**src/rtl/stage_sequencer.sv**
```systemverilog
// Multicycle IF/ID/EX/MEM/WB stage sequencer: emits one-cycle stage enables,
// waits on fetch/memory handshakes, and tracks halt, bus timeout and counters.
module stage_sequencer #(
  parameter int CNT_W   = 32,
  parameter int TIMEOUT = 16,
  parameter int TO_W    = 8
) (
  input  logic             clk,
  input  logic             rst,
  output logic             inst_req,
  input  logic             inst_ready,
  output logic             mem_req,
  input  logic             mem_ready,
  input  logic             need_mem,
  input  logic             need_wb,
  input  logic             halt_req,
  output logic             if_en,
  output logic             id_en,
  output logic             ex_en,
  output logic             mem_en,
  output logic             wb_en,
  output logic             retire,
  output logic             halted,
  output logic             bus_error,
  output logic [CNT_W-1:0] retired_cnt,
  output logic [CNT_W-1:0] cycle_cnt
);

  typedef enum logic [2:0] {
    S_IF, S_ID, S_EX, S_MEM, S_WB, S_HALT, S_ERR
  } state_t;

  localparam logic [TO_W-1:0] TO_LIMIT = TO_W'(TIMEOUT);

  state_t            state_reg, state_next;
  logic [TO_W-1:0]   wait_cnt_reg, wait_cnt_next;
  logic              need_wb_reg, need_wb_next;
  logic [CNT_W-1:0]  retired_cnt_reg, cycle_cnt_reg;

  logic inst_req_c, mem_req_c, if_en_c, id_en_c, ex_en_c, mem_en_c, wb_en_c;
  logic retire_c, halted_c, bus_error_c, waiting_c, timeout_hit;

  assign timeout_hit = (TIMEOUT != 0) && (wait_cnt_reg == TO_LIMIT);

  always_comb begin
    state_next   = state_reg;
    need_wb_next = need_wb_reg;
    inst_req_c   = 1'b0;
    mem_req_c    = 1'b0;
    if_en_c      = 1'b0;
    id_en_c      = 1'b0;
    ex_en_c      = 1'b0;
    mem_en_c     = 1'b0;
    wb_en_c      = 1'b0;
    retire_c     = 1'b0;
    halted_c     = 1'b0;
    bus_error_c  = 1'b0;
    waiting_c    = 1'b0;

    case (state_reg)
      S_IF: begin
        inst_req_c = 1'b1;
        if (inst_ready) begin
          if_en_c    = 1'b1;
          state_next = S_ID;
        end else if (timeout_hit) begin
          state_next = S_ERR;
        end else begin
          waiting_c = 1'b1;
        end
      end
      S_ID: begin
        id_en_c    = 1'b1;
        state_next = S_EX;
      end
      S_EX: begin
        ex_en_c      = 1'b1;
        need_wb_next = need_wb;
        if (need_mem)     state_next = S_MEM;
        else if (need_wb) state_next = S_WB;
        else              retire_c   = 1'b1;
      end
      S_MEM: begin
        mem_req_c = 1'b1;
        if (mem_ready) begin
          mem_en_c = 1'b1;
          if (need_wb_reg) state_next = S_WB;
          else             retire_c   = 1'b1;
        end else if (timeout_hit) begin
          state_next = S_ERR;
        end else begin
          waiting_c = 1'b1;
        end
      end
      S_WB: begin
        wb_en_c  = 1'b1;
        retire_c = 1'b1;
      end
      S_HALT: begin
        halted_c = 1'b1;
        if (!halt_req) state_next = S_IF;
      end
      S_ERR: begin
        bus_error_c = 1'b1;
      end
      default: state_next = S_IF;
    endcase

    // Halt is only honoured at an instruction boundary.
    if (retire_c) state_next = halt_req ? S_HALT : S_IF;

    if (state_next != state_reg) wait_cnt_next = '0;
    else if (waiting_c)          wait_cnt_next = wait_cnt_reg + TO_W'(1);
    else                         wait_cnt_next = wait_cnt_reg;
  end

  always_ff @(posedge clk or negedge rst) begin
    if (!rst) begin
      state_reg       <= S_IF;
      wait_cnt_reg    <= '0;
      need_wb_reg     <= 1'b0;
      retired_cnt_reg <= '0;
      cycle_cnt_reg   <= '0;
    end else begin
      state_reg    <= state_next;
      wait_cnt_reg <= wait_cnt_next;
      need_wb_reg  <= need_wb_next;
      if (retire_c)
        retired_cnt_reg <= retired_cnt_reg + CNT_W'(1);
      if (state_reg != S_HALT && state_reg != S_ERR)
        cycle_cnt_reg <= cycle_cnt_reg + CNT_W'(1);
    end
  end

  // Outputs are forced idle while reset is held, since the reset state is S_IF.
  assign inst_req    = rst & inst_req_c;
  assign mem_req     = rst & mem_req_c;
  assign if_en       = rst & if_en_c;
  assign id_en       = rst & id_en_c;
  assign ex_en       = rst & ex_en_c;
  assign mem_en      = rst & mem_en_c;
  assign wb_en       = rst & wb_en_c;
  assign retire      = rst & retire_c;
  assign halted      = rst & halted_c;
  assign bus_error   = rst & bus_error_c;
  assign retired_cnt = retired_cnt_reg;
  assign cycle_cnt   = cycle_cnt_reg;

endmodule

```
**config.mk**
```make
export PLATFORM = sky130hd
export DESIGN_NAME = stage_sequencer
export DESIGN_NICKNAME = d
export VERILOG_FILES = /design/src/rtl/stage_sequencer.sv
export SDC_FILE = /design/constraint.sdc
export NUM_CORES = 1
export LEC_CHECK = 0
export BUFFER_PORTS_ARGS = -buffer_cell sky130_fd_sc_hd__buf_4
export CORE_MARGIN = 2
export CORE_UTILIZATION = 50
export DETAILED_ROUTE_END_ITERATION = 6
export PLACE_DENSITY = 0.77
export SETUP_SLACK_MARGIN = 0.4
export SYNTH_ARGS = -nofsm -noshare
export SYNTH_HDL_FRONTEND = slang
export SYNTH_SLANG_ARGS = --single-unit
```
**constraint.sdc**
```tcl
create_clock -name clk -period 3.5 [get_ports clk]
set_input_delay 0.35 -clock clk [delete_from_list [all_inputs] [get_ports clk]]
set_output_delay 0.35 -clock clk [all_outputs]
set_load 0.01 [all_outputs]
```
==> summary.txt, run 1 <==
STA
  – Setup TNS Final: 0 ns
  – Fin. Hold Viols: 0
  – Pin slew with the least headroom to its limit: 0.557 ns
  – Hold WS: 0.290 ns
  – Post-layout min period: 2.50 ns
  – RSZ-0062 raised after global routing: false
  – Slew HR: 62.7%
  – Fraction of the cycle the final worst path needs: 71.5%
  – Final setup violation count: 0
  – Fin Clk Skew: 0.00965 ns
  – Max Fclk: 0.400 GHz
  – Final Max Slew Viols: 0

Place
  – PortBufs: 80
  – Gpl congestion: 0.804
  – Hpwl dp: 5770 um

Synthesis
  – Post-synthesis simple-gate area fraction: 26.2%
  – Ranking of synthesized cells by area: dfrtp_1, xnor2_1, xor2_1, nand3_1, nand2_1
  – Synth cell types: 52
  – Fraction of registers with async set/reset: 100%
  – Area leader, netlist: dfrtp_1
  – YS warnings: 0
  – Largest family of logic cells by synthesized area: simple AND/OR/NAND/NOR gates
  – Sequential area share after synthesis: 48.9%
  – EDFF count, synth: 0
  – Post-Synth Adder-Cell Area: 1.29%
  – Area share of the largest cell type after synthesis: 48.9%
  – Synth Cell Area: 3890 um^2
  – Post-synthesis mux area share: 1.35%
  – Xor and xnor area share after synthesis: 15.5%
  – Post-Syn Nets: 376
  – Commonest register cell after synthesis: dfrtp_1
  – Compound-cell area share of the yosys netlist: 4.28%
  – #FFs+latches synth: 76
  – Syn avg cell area: 10.7 um^2
  – Cells after Synth: 365

Global route
  – First-pass GRT wire length: 13,500 um
  – Largest net degree at the start of global routing: 43
  – Grt ovf: 0
  – Vias in the first global route: 2,880
  – Initial antenna violation count: 0
  – Total GRT Usage: 19.8%

Critical path
  – Crit path DAT: 2.15 ns
  – Crit-path most repeated cell: nor2_1
  – Biggest fanout along the worst timing path: 16
  – Worst setup SP type: flip-flop
  – CP Class: reg -> out
  – Critical path cell sequence: and3b_2, o2bb2ai_2, nor2_1, nor2_1, buf_4
  – Max incr delay on CP: 0.66 ns
  – Slowest stage cell, crit path: dfrtp_1
  – Critical path capture point type: output port
  – WP data required: 3.15 ns

CTS
  – Buffer levels on the longest clock path: 2
  – Post-CTS sizing: 0
  – Reg clk slew, reported paths: 0.08 ns
  – Clk_lat worst skew: 0.34 ns
  – CTS tree: done
  – H-tree lvl count: 3
  – TritonCTS buffer count: 9
  – Clk sink count: 76
  – Root buffer cell: clkbuf_8

Pwr
  – Max IR drop VDD: 355 uV
  – Pleak: 2.23 nW
  – PwrDens: 565 nW/um^2

Die
  – Die Width: 92.2 um
  – Row count: 32
  – Die Ht: 92.2 um
  – Core Region: 7650 um^2
  – I/O pin count: 81
  – Initial core utilization: 50.9%
  – Die ar.: 8500 um^2

Cells and area
  – Post-layout util: 62.4%
  – Layout area overhead: 22.6%
  – Antenna diodes: 0
  – Nets: 456
  – Share of cells above drive strength 1: 27.7%
  – Fillers: 667

Outcome
  – Status: finished clean

Worst hold path
  – Hold WC Path Type: in -> reg

Run
  – Max-Cap Viols: 0

Routing
  – Pre-antenna DRT Iters: 4
  – DRC viols: 0
  – Wirelength per Cell: 14.2 um
  – Iter 0 DRT Violations: 147
  – Antenna-violating nets left: 0
  – Total number of vias: 2,931
  – WL final: 7790 um
  – Via density: 5.33
final timing paths:
kind                            depth (start not counted)     startpoint  slack (ns)              end
worst min register to register                          1  cycle_cnt[31]        0.47    cycle_cnt[31]
worst min-delay path                                    2        need_wb        0.29      need_wb_reg
min in group asynchronous                               2            rst        0.50     state_reg[1]
worst max-delay path                                    5   state_reg[2]         1.0           retire
max in group asynchronous                               3            rst        2.10    cycle_cnt[11]
worst max register to register                          6   state_reg[1]        1.06  retired_cnt[20]
cell usage after synthesis (2+ instances only):
master     n
a21oi_1    3
a22oi_1    2
a31oi_1    2
and2_1     7
and3_1    15
and4_1     7
buf_2      2
buf_4      2
clkbuf_1   8
dfrtp_1   76
ha_1       4
inv_1      7
mux2_2     2
mux2i_1    3
nand2_1   33
nand2b_1   6
nand3_1   29
nand4_1   17
nor2_1    21
nor2b_1    2
nor3_1     5
nor3_2     9
o31ai_1    2
or2b_2     2
or3_4      2
or3b_1     2
or4_1      2
or4_4      2
xnor2_1   51
xor2_1    18
repair_timing:
action,CTS,global route
endpoints found under the hold margin,34,0
setup buffers,0,0
hold buffers,1,0
stage by stage:
stage	power (mW)	cells	setup WS, ns	area (um^2)
after floorplan	1.74	365	1.30	3890
after global routing	2.87	550	0.839	4770
after global placement	2.00	535	1.13	4560
after CTS	2.73	550	0.993	4770
final	2.69	550	0.998	4770
after detailed placement	2.02	535	1.08	4560
area by class of cell:
cell class | instances | area [um^2] | area share (%)
Clock buffer | 9 | 124 | 2.60
Clock inverter | 5 | 78.8 | 1.65
Inverter | 7 | 26.3 | 0.551
Multi-Input combinational cell | 269 | 1890 | 39.7
Sequential cell | 76 | 1900 | 39.9
Tap cell | 102 | 128 | 2.68
Timing Repair Buffer | 82 | 618 | 13.0
logic make-up (layout without fill, tap and decap cells):
family / count (synthesis) / in the layout
AO/OA/AOI/OAI: 18 / 18
XOR/XNOR: 69 / 69
adder cells (fa/ha/maj): 4 / 4
buffers and inverters: 20 / 103
flip-flops: 76 / 76
multiplexers: 5 / 5
AND/OR/NAND/NOR: 173 / 173
placed cells by master, fill, tap and decap left out, types with 3 or more instances in the layout:
master    synthesis  final
nor2_1           21     21
buf_4             2     81
nand2b_1          6      6
nor3_2            9      9
nand4_1          17     17
a21oi_1           3      3
mux2i_1           3      3
xnor2_1          51     51
and4_1            7      7
clkbuf_8          1      9
ha_1              4      4
and3_1           15     15
xor2_1           18     18
inv_1             7      7
nand3_1          29     29
dfrtp_1          76     76
nor3_1            5      5
and2_1            7      7
nand2_1          33     33
power by group:
group          internal, mW  switching, mW
sequential            0.981          0.172
clock                 0.392          0.305
combinational         0.380          0.465
total                  1.75          0.942
routing by layer:
metal  wire, um  GRT usage, %  vias to the layer above
met5          0             0                        -
met4        110          6.97                        0
met3        293          4.03                       10
met2       3780          31.9                       57
met1       3610          26.8                     1437
li1           -             -                     1427
critical path, delay by kind of cell, from the launching register on:
kind                   cells  cell delay [ns]
and+or+nand+nor            3             0.85
AOI/OAI and AO/OA          1             0.15
DFF                        1             0.66
buffers and inverters      1             0.16
(Power assumes the default switching activity.)
==> run 2, diff against run 1 <==
ABC_AREA = 1   (was default)
PLACE_DENSITY = 0.76   (was 0.77)
clock period = 2.6 ns   (was 3.5 ns; I/O delays follow)
==> summary.txt, run 2 <==
Critical path
  – WP data required: 2.34 ns
  – Crit path DAT: 1.74 ns
  – Max incr delay on CP: 0.55 ns
  – Slowest stage cell, crit path: dfrtp_1
  – Critical path capture point type: output port
  – Critical path cell sequence: inv_2, nand3_1, nand3_4, nand2_1, inv_1, buf_4
  – Worst setup SP type: flip-flop
  – CP Class: reg -> out
  – Biggest fanout along the worst timing path: 18

CTS
  – CTS tree: done
  – H-tree lvl count: 3
  – Post-CTS Repair Setup Buffers: 0
  – Clk sink count: 76
  – Root buffer cell: clkbuf_8
  – Clk_lat worst skew: 0.35 ns
  – Reg clk slew, reported paths: 0.08 ns
  – Buffer levels on the longest clock path: 2
  – TritonCTS buffer count: 9

Routing
  – Iter 0 DRT Violations: 258
  – Via density: 5.10
  – DRC viols: 0
  – Pre-antenna DRT Iters: 5
  – Wirelength per Cell: 13.7 um
  – Antenna-violating nets left: 0
  – Total number of vias: 3,905
  – WL final: 10,500 um

Global route
  – Total GRT Usage: 22.3%
  – First-pass GRT wire length: 17,600 um
  – Vias in the first global route: 3,686
  – Largest net degree at the start of global routing: 65
  – Initial antenna violation count: 0
  – Grt ovf: 0

STA
  – RSZ-0062 raised after global routing: false
  – Final Max Slew Viols: 0
  – Fin Clk Skew: 0.0108 ns
  – Setup WS post-layout: 0.598 ns
  – Fraction of the cycle the final worst path needs: 77.0%
  – Post-layout min period: 2.00 ns
  – Setup TNS Final: 0 ns
  – Slew HR: 46.9%
  – Max Fclk: 0.499 GHz
  – Final setup violation count: 0
  – Hold WS: 0.188 ns
  – Fin. Hold Viols: 0
  – Pin slew with the least headroom to its limit: 0.797 ns

Synthesis
  – Synth cell types: 33
  – Syn avg cell area: 7.89 um^2
  – Post-Syn Nets: 577
  – Top-count cell post-synth: nand2_1
  – Cells after Synth: 566
  – Fraction of registers with async set/reset: 100%
  – #FFs+latches synth: 76
  – Ranking of synthesized cells by area: dfrtp_1, nand2_1, xor2_1, nor2_1, inv_1
  – Area leader, netlist: dfrtp_1
  – Area share of the largest cell type after synthesis: 42.6%
  – Synth Cell Area: 4470 um^2
  – Synth top cells by count: nand2_1, dfrtp_1, nor2_1, inv_1, xor2_1
  – EDFF count, synth: 0
  – Sequential area share after synthesis: 42.6%
  – YS warnings: 0
  – Commonest register cell after synthesis: dfrtp_1

Cells and area
  – Nets: 664
  – Commonest non-fill, non-tap cell in the layout: nand2_1
  – Layout area overhead: 20.3%
  – Commonest non-fill, non-tap cells in the layout: nand2_1, buf_4, dfrtp_1, nor2_1, inv_1
  – Antenna diodes: 0
  – Share of cells above drive strength 1: 19.5%
  – Non-filler instance count after layout: 766

Die
  – Initial core utilization: 51.5%
  – Row count: 34
  – Die ar.: 9700 um^2
  – Core Region: 8680 um^2
  – I/O pin count: 81
  – Die Width: 98.5 um
  – Die Ht: 98.5 um

Pwr
  – Max IR drop VDD: 325 uV
  – Pleak: 2.64 nW
  – Tot Pwr: 3.78 mW
  – PwrDens: 703 nW/um^2

Place
  – Hpwl dp: 8070 um
  – Placed cells: 749
  – PortBufs: 80
  – Gpl congestion: 0.924
  – DP Worst Slack: 0.608 ns

Outcome
  – Status: finished clean

Worst hold path
  – Hold WC Path Type: in -> reg

Run
  – Max-Cap Viols: 0
run 2: cell count changes after synthesis, sizes merged, moves of 7 or more:
cell    before  now
o21ai        1   11
and2         8    1
and4         8    0
nand3       29   37
nand2       33  159
nor2        21   77
xor2        18   49
clkbuf       9    1
xnor2       51   19
inv          7   64
and3        16    0
nor3        14   32
run 2: final timing paths:
| path | from | to | slack [ns] | cells after the start |
|---|---|---|---|---|
| max | state_reg[1] | retire | 0.60 | 6 |
| min | halt_req | state_reg[2] | 0.19 | 3 |
| max reg2reg | state_reg[1] | retired_cnt[21] | 0.63 | 8 |
| min reg2reg | retired_cnt[13] | retired_cnt[13] | 0.52 | 1 |
| max in group asynchronous | rst | cycle_cnt[15] | 1.23 | 3 |
| min in group asynchronous | rst | retired_cnt[16] | 0.31 | 2 |
run 2: kinds of logic (layout without fill, tap and decap cells):
logic type	count (synthesis)	after routing	synth area share (%)
buffers and inverters	72	164	6.64
adder cells (fa/ha/maj)	4	4	1.12
flip-flops	76	76	42.6
XOR/XNOR	68	68	13.3
AO/OA/AOI/OAI	13	13	1.46
AND/OR/NAND/NOR	333	333	34.9
run 2: final cells by class:
class	instances	area, um^2
Multi-Input combinational cell	418	2270
Timing Repair Buffer	83	626
Clock buffer	9	124
Clock inverter	7	67.6
Inverter	65	250
Tap cell	108	135
Fill cell	794	3310
Sequential cell	76	1900
run 2: what timing repair did:
| action | in CTS | in global routing |
|---|---|---|
| hold endpoints to repair | 12 | 0 |
| gates resized for setup | 0 | 2 |
| hold buffers | 1 | 0 |
| setup endpoints to repair | 0 | 11 |
run 2: metal layers:
layer,GRT usage [%],vias up,wire length [um]
met2,33.2,102,4730
met3,4.40,14,505
met4,5.90,0,119
met1,33.5,1830,5170
met5,0,-,0
li1,-,1959,-
run 2: stage by stage:
stage | utilization (%) | area, um^2
global placement | 59.5 | 5170
detailed placement | 59.5 | 5170
global route | 61.9 | 5370
finish | 61.9 | 5370
CTS | 61.9 | 5370
floorplan | - | 4470
run 2: worst max-delay path, delay by kind of cell (launching register included):
family | cells | cell delay (ns)
buffers and inverters | 3 | 0.31
and+or+nand+nor | 3 | 0.54
DFF | 1 | 0.55
run 2: report_power, final:
part	total [mW]	switching [mW]	leakage, nW	internal, mW
clock	0.887	0.449	0.0910	0.438
combinational	1.30	0.810	1.55	0.488
sequential	1.59	0.247	0.995	1.34
==> run 3, diff against run 2 <==
clock period = 2.1 ns   (was 2.6 ns; I/O delays follow)
==> summary.txt, run 3 (synthesized netlist as in run 2, its figures left out) <==
Outcome
  – Status: finished clean

Critical path
  – Critical path capture point type: output port
  – Slowest stage cell, crit path: dfrtp_2
  – Crit-path most repeated cell: inv_2
  – Worst setup SP type: flip-flop
  – Max incr delay on CP: 0.47 ns
  – Critical path cell sequence: inv_2, nand3_2, nand3_4, buf_8, nand2_2, inv_2, buf_6
  – Crit path DAT: 1.59 ns
  – Biggest fanout along the worst timing path: 6
  – WP data required: 1.89 ns
  – CP Class: reg -> out

Die
  – Core Region: 8680 um^2
  – Row count: 34
  – Die Ht: 98.5 um
  – Die Width: 98.5 um
  – I/O pin count: 81
  – Die ar.: 9700 um^2
  – Initial core utilization: 51.5%

Routing
  – Via density: 5.32
  – Total number of vias: 4,331
  – Pre-antenna DRT Iters: 5
  – Antenna-violating nets left: 0
  – WL final: 12,500 um
  – Wirelength per Cell: 15.3 um
  – Iter 0 DRT Violations: 302
  – DRC viols: 0

Cells and area
  – Final instance area: 6250 um^2
  – Fillers: 624
  – Antenna diodes: 0
  – Nets: 712
  – Commonest non-fill, non-tap cell in the layout: nand2_1
  – Share of cells above drive strength 1: 36.5%
  – Commonest non-fill, non-tap cells in the layout: nand2_1, buf_4, dfrtp_1, inv_1, nor2_1
  – Layout area overhead: 40.0%
  – Non-filler instance count after layout: 814

Place
  – Placed cells: 751
  – DP Worst Slack: 0.130 ns
  – Area after DPL: 5180 um^2
  – PortBufs: 80
  – Hpwl dp: 8180 um
  – Gpl congestion: 0.934

Pwr
  – Sequential share of power: 32.6%
  – Int Power: 3.62 mW
  – Pleak: 3.03 nW
  – Clock power share: 23.4%
  – Combinational power share: 44.0%
  – Max IR drop VDD: 495 uV
  – PwrDens: 949 nW/um^2
  – Sw frac: 39.1%
  – Net switching power of the design: 2.32 mW

CTS
  – Root buffer cell: clkbuf_8
  – CTS tree: done
  – Clk_lat worst skew: 0.36 ns
  – H-tree lvl count: 3
  – Reg clk slew, reported paths: 0.08 ns
  – Clk sink count: 76
  – TritonCTS buffer count: 9
  – Buffer levels on the longest clock path: 2

Global route
  – Largest net degree at the start of global routing: 61
  – First-pass GRT wire length: 19,500 um
  – Total GRT Usage: 24.8%
  – Grt ovf: 0
  – Vias in the first global route: 4,149
  – Initial antenna violation count: 0

STA
  – Post-layout min period: 1.80 ns
  – Fraction of the cycle the final worst path needs: 85.7%
  – Fin. Hold Viols: 0
  – Final setup violation count: 0
  – Fin Clk Skew: 0.0126 ns
  – Setup WS post-layout: 0.301 ns
  – Final Max Slew Viols: 0
  – Pin slew with the least headroom to its limit: 0.761 ns
  – RSZ-0062 raised after global routing: true
  – Setup TNS Final: 0 ns
  – Max Fclk: 0.556 GHz
  – Slew HR: 49.1%

Run
  – Max-Cap Viols: 0

Worst hold path
  – Hold WC Path Type: in -> async
## run 3: cell types whose count changed in the layout (fill, tap and decap cells not counted), moves of 5 or more
| cell | change |
|---|---|
| nor3_1 | -6 |
| nand3_4 | +5 |
| dfrtp_2 | +6 |
| dfrtp_1 | -6 |
| nor2_2 | +17 |
| nand2_1 | -24 |
| buf_4 | +35 |
| buf_6 | +12 |
| nor2_4 | +7 |
| inv_1 | -5 |
| nand3_1 | -9 |
| nand2_2 | +20 |
| nor2_1 | -24 |
## run 3: power groups by stage
stage | Clock, mW | Sequential (mW) | Combinational, mW
detailed placement | 0 | 1.98 | 1.65
finish | 1.39 | 1.94 | 2.61
global route | 1.45 | 1.97 | 2.81
floorplan | 0 | 1.93 | 1.11
global placement | 0 | 1.96 | 1.61
CTS | 1.39 | 1.91 | 2.16
## run 3: path summary, 6_finish.rpt
path / start / to / slack [ns] / cells after the start
min in group clk: need_wb / need_wb_reg / 0.14 / 3
worst min-delay path: rst / cycle_cnt[27] / 0.11 / 2
max in group asynchronous: rst / state_reg[1] / 1.03 / 2
worst min register to register: retired_cnt[14] / retired_cnt[14] / 0.52 / 1
worst max register to register: state_reg[0] / retired_cnt[25] / 0.31 / 9
worst max-delay path: state_reg[0] / retire / 0.30 / 7
## run 3: layout make-up
| cell class | instances | area, um^2 | area share [%] |
|---|---|---|---|
| well taps | 108 | 135 | 2.16 |
| flip-flops and latches | 76 | 1910 | 30.6 |
| multi-input cells | 418 | 2660 | 42.5 |
| clock buffers | 10 | 138 | 2.20 |
| clock inverters | 6 | 111 | 1.78 |
| inverters | 65 | 259 | 4.14 |
| repair buffers | 131 | 1040 | 16.6 |
## run 3: per-layer routing
layer / track usage [%] / part of all wire [%] / vias up
li1: - / - / 2062
met1: 33.4 / 43 / 2085
met2: 39.6 / 49 / 165
met3: 5.25 / 6.5 / 19
met4: 9.38 / 1.6 / 0
met5: 0 / 0 / -
## run 3: timing repair
item                                    CTS  global route
endpoints found under the setup margin   43            50
pin swaps                                14            38
gates resized for setup                  41            85
hold buffers                              1             0
buffers inserted                         28            18
hold endpoints to repair                 16             0
## run 3: through the flow
step           util [%]  hold WS (ns)  power, mW
4_1_cts            66.9         0.121       5.46
3_3_place_gp       59.7         0.106       3.57
6_report           72.0         0.110       5.93
3_5_place_dp       59.7         0.108       3.63
5_1_grt            72.0         0.153       6.24
2_1_floorplan         -       -0.0856       3.05
## run 3: worst max-delay path: cells and delay by family, from the launching register on
kind | cells | cell delay (ns)
buffers and inverters | 4 | 0.43
DFF | 1 | 0.47
and+or+nand+nor | 3 | 0.32
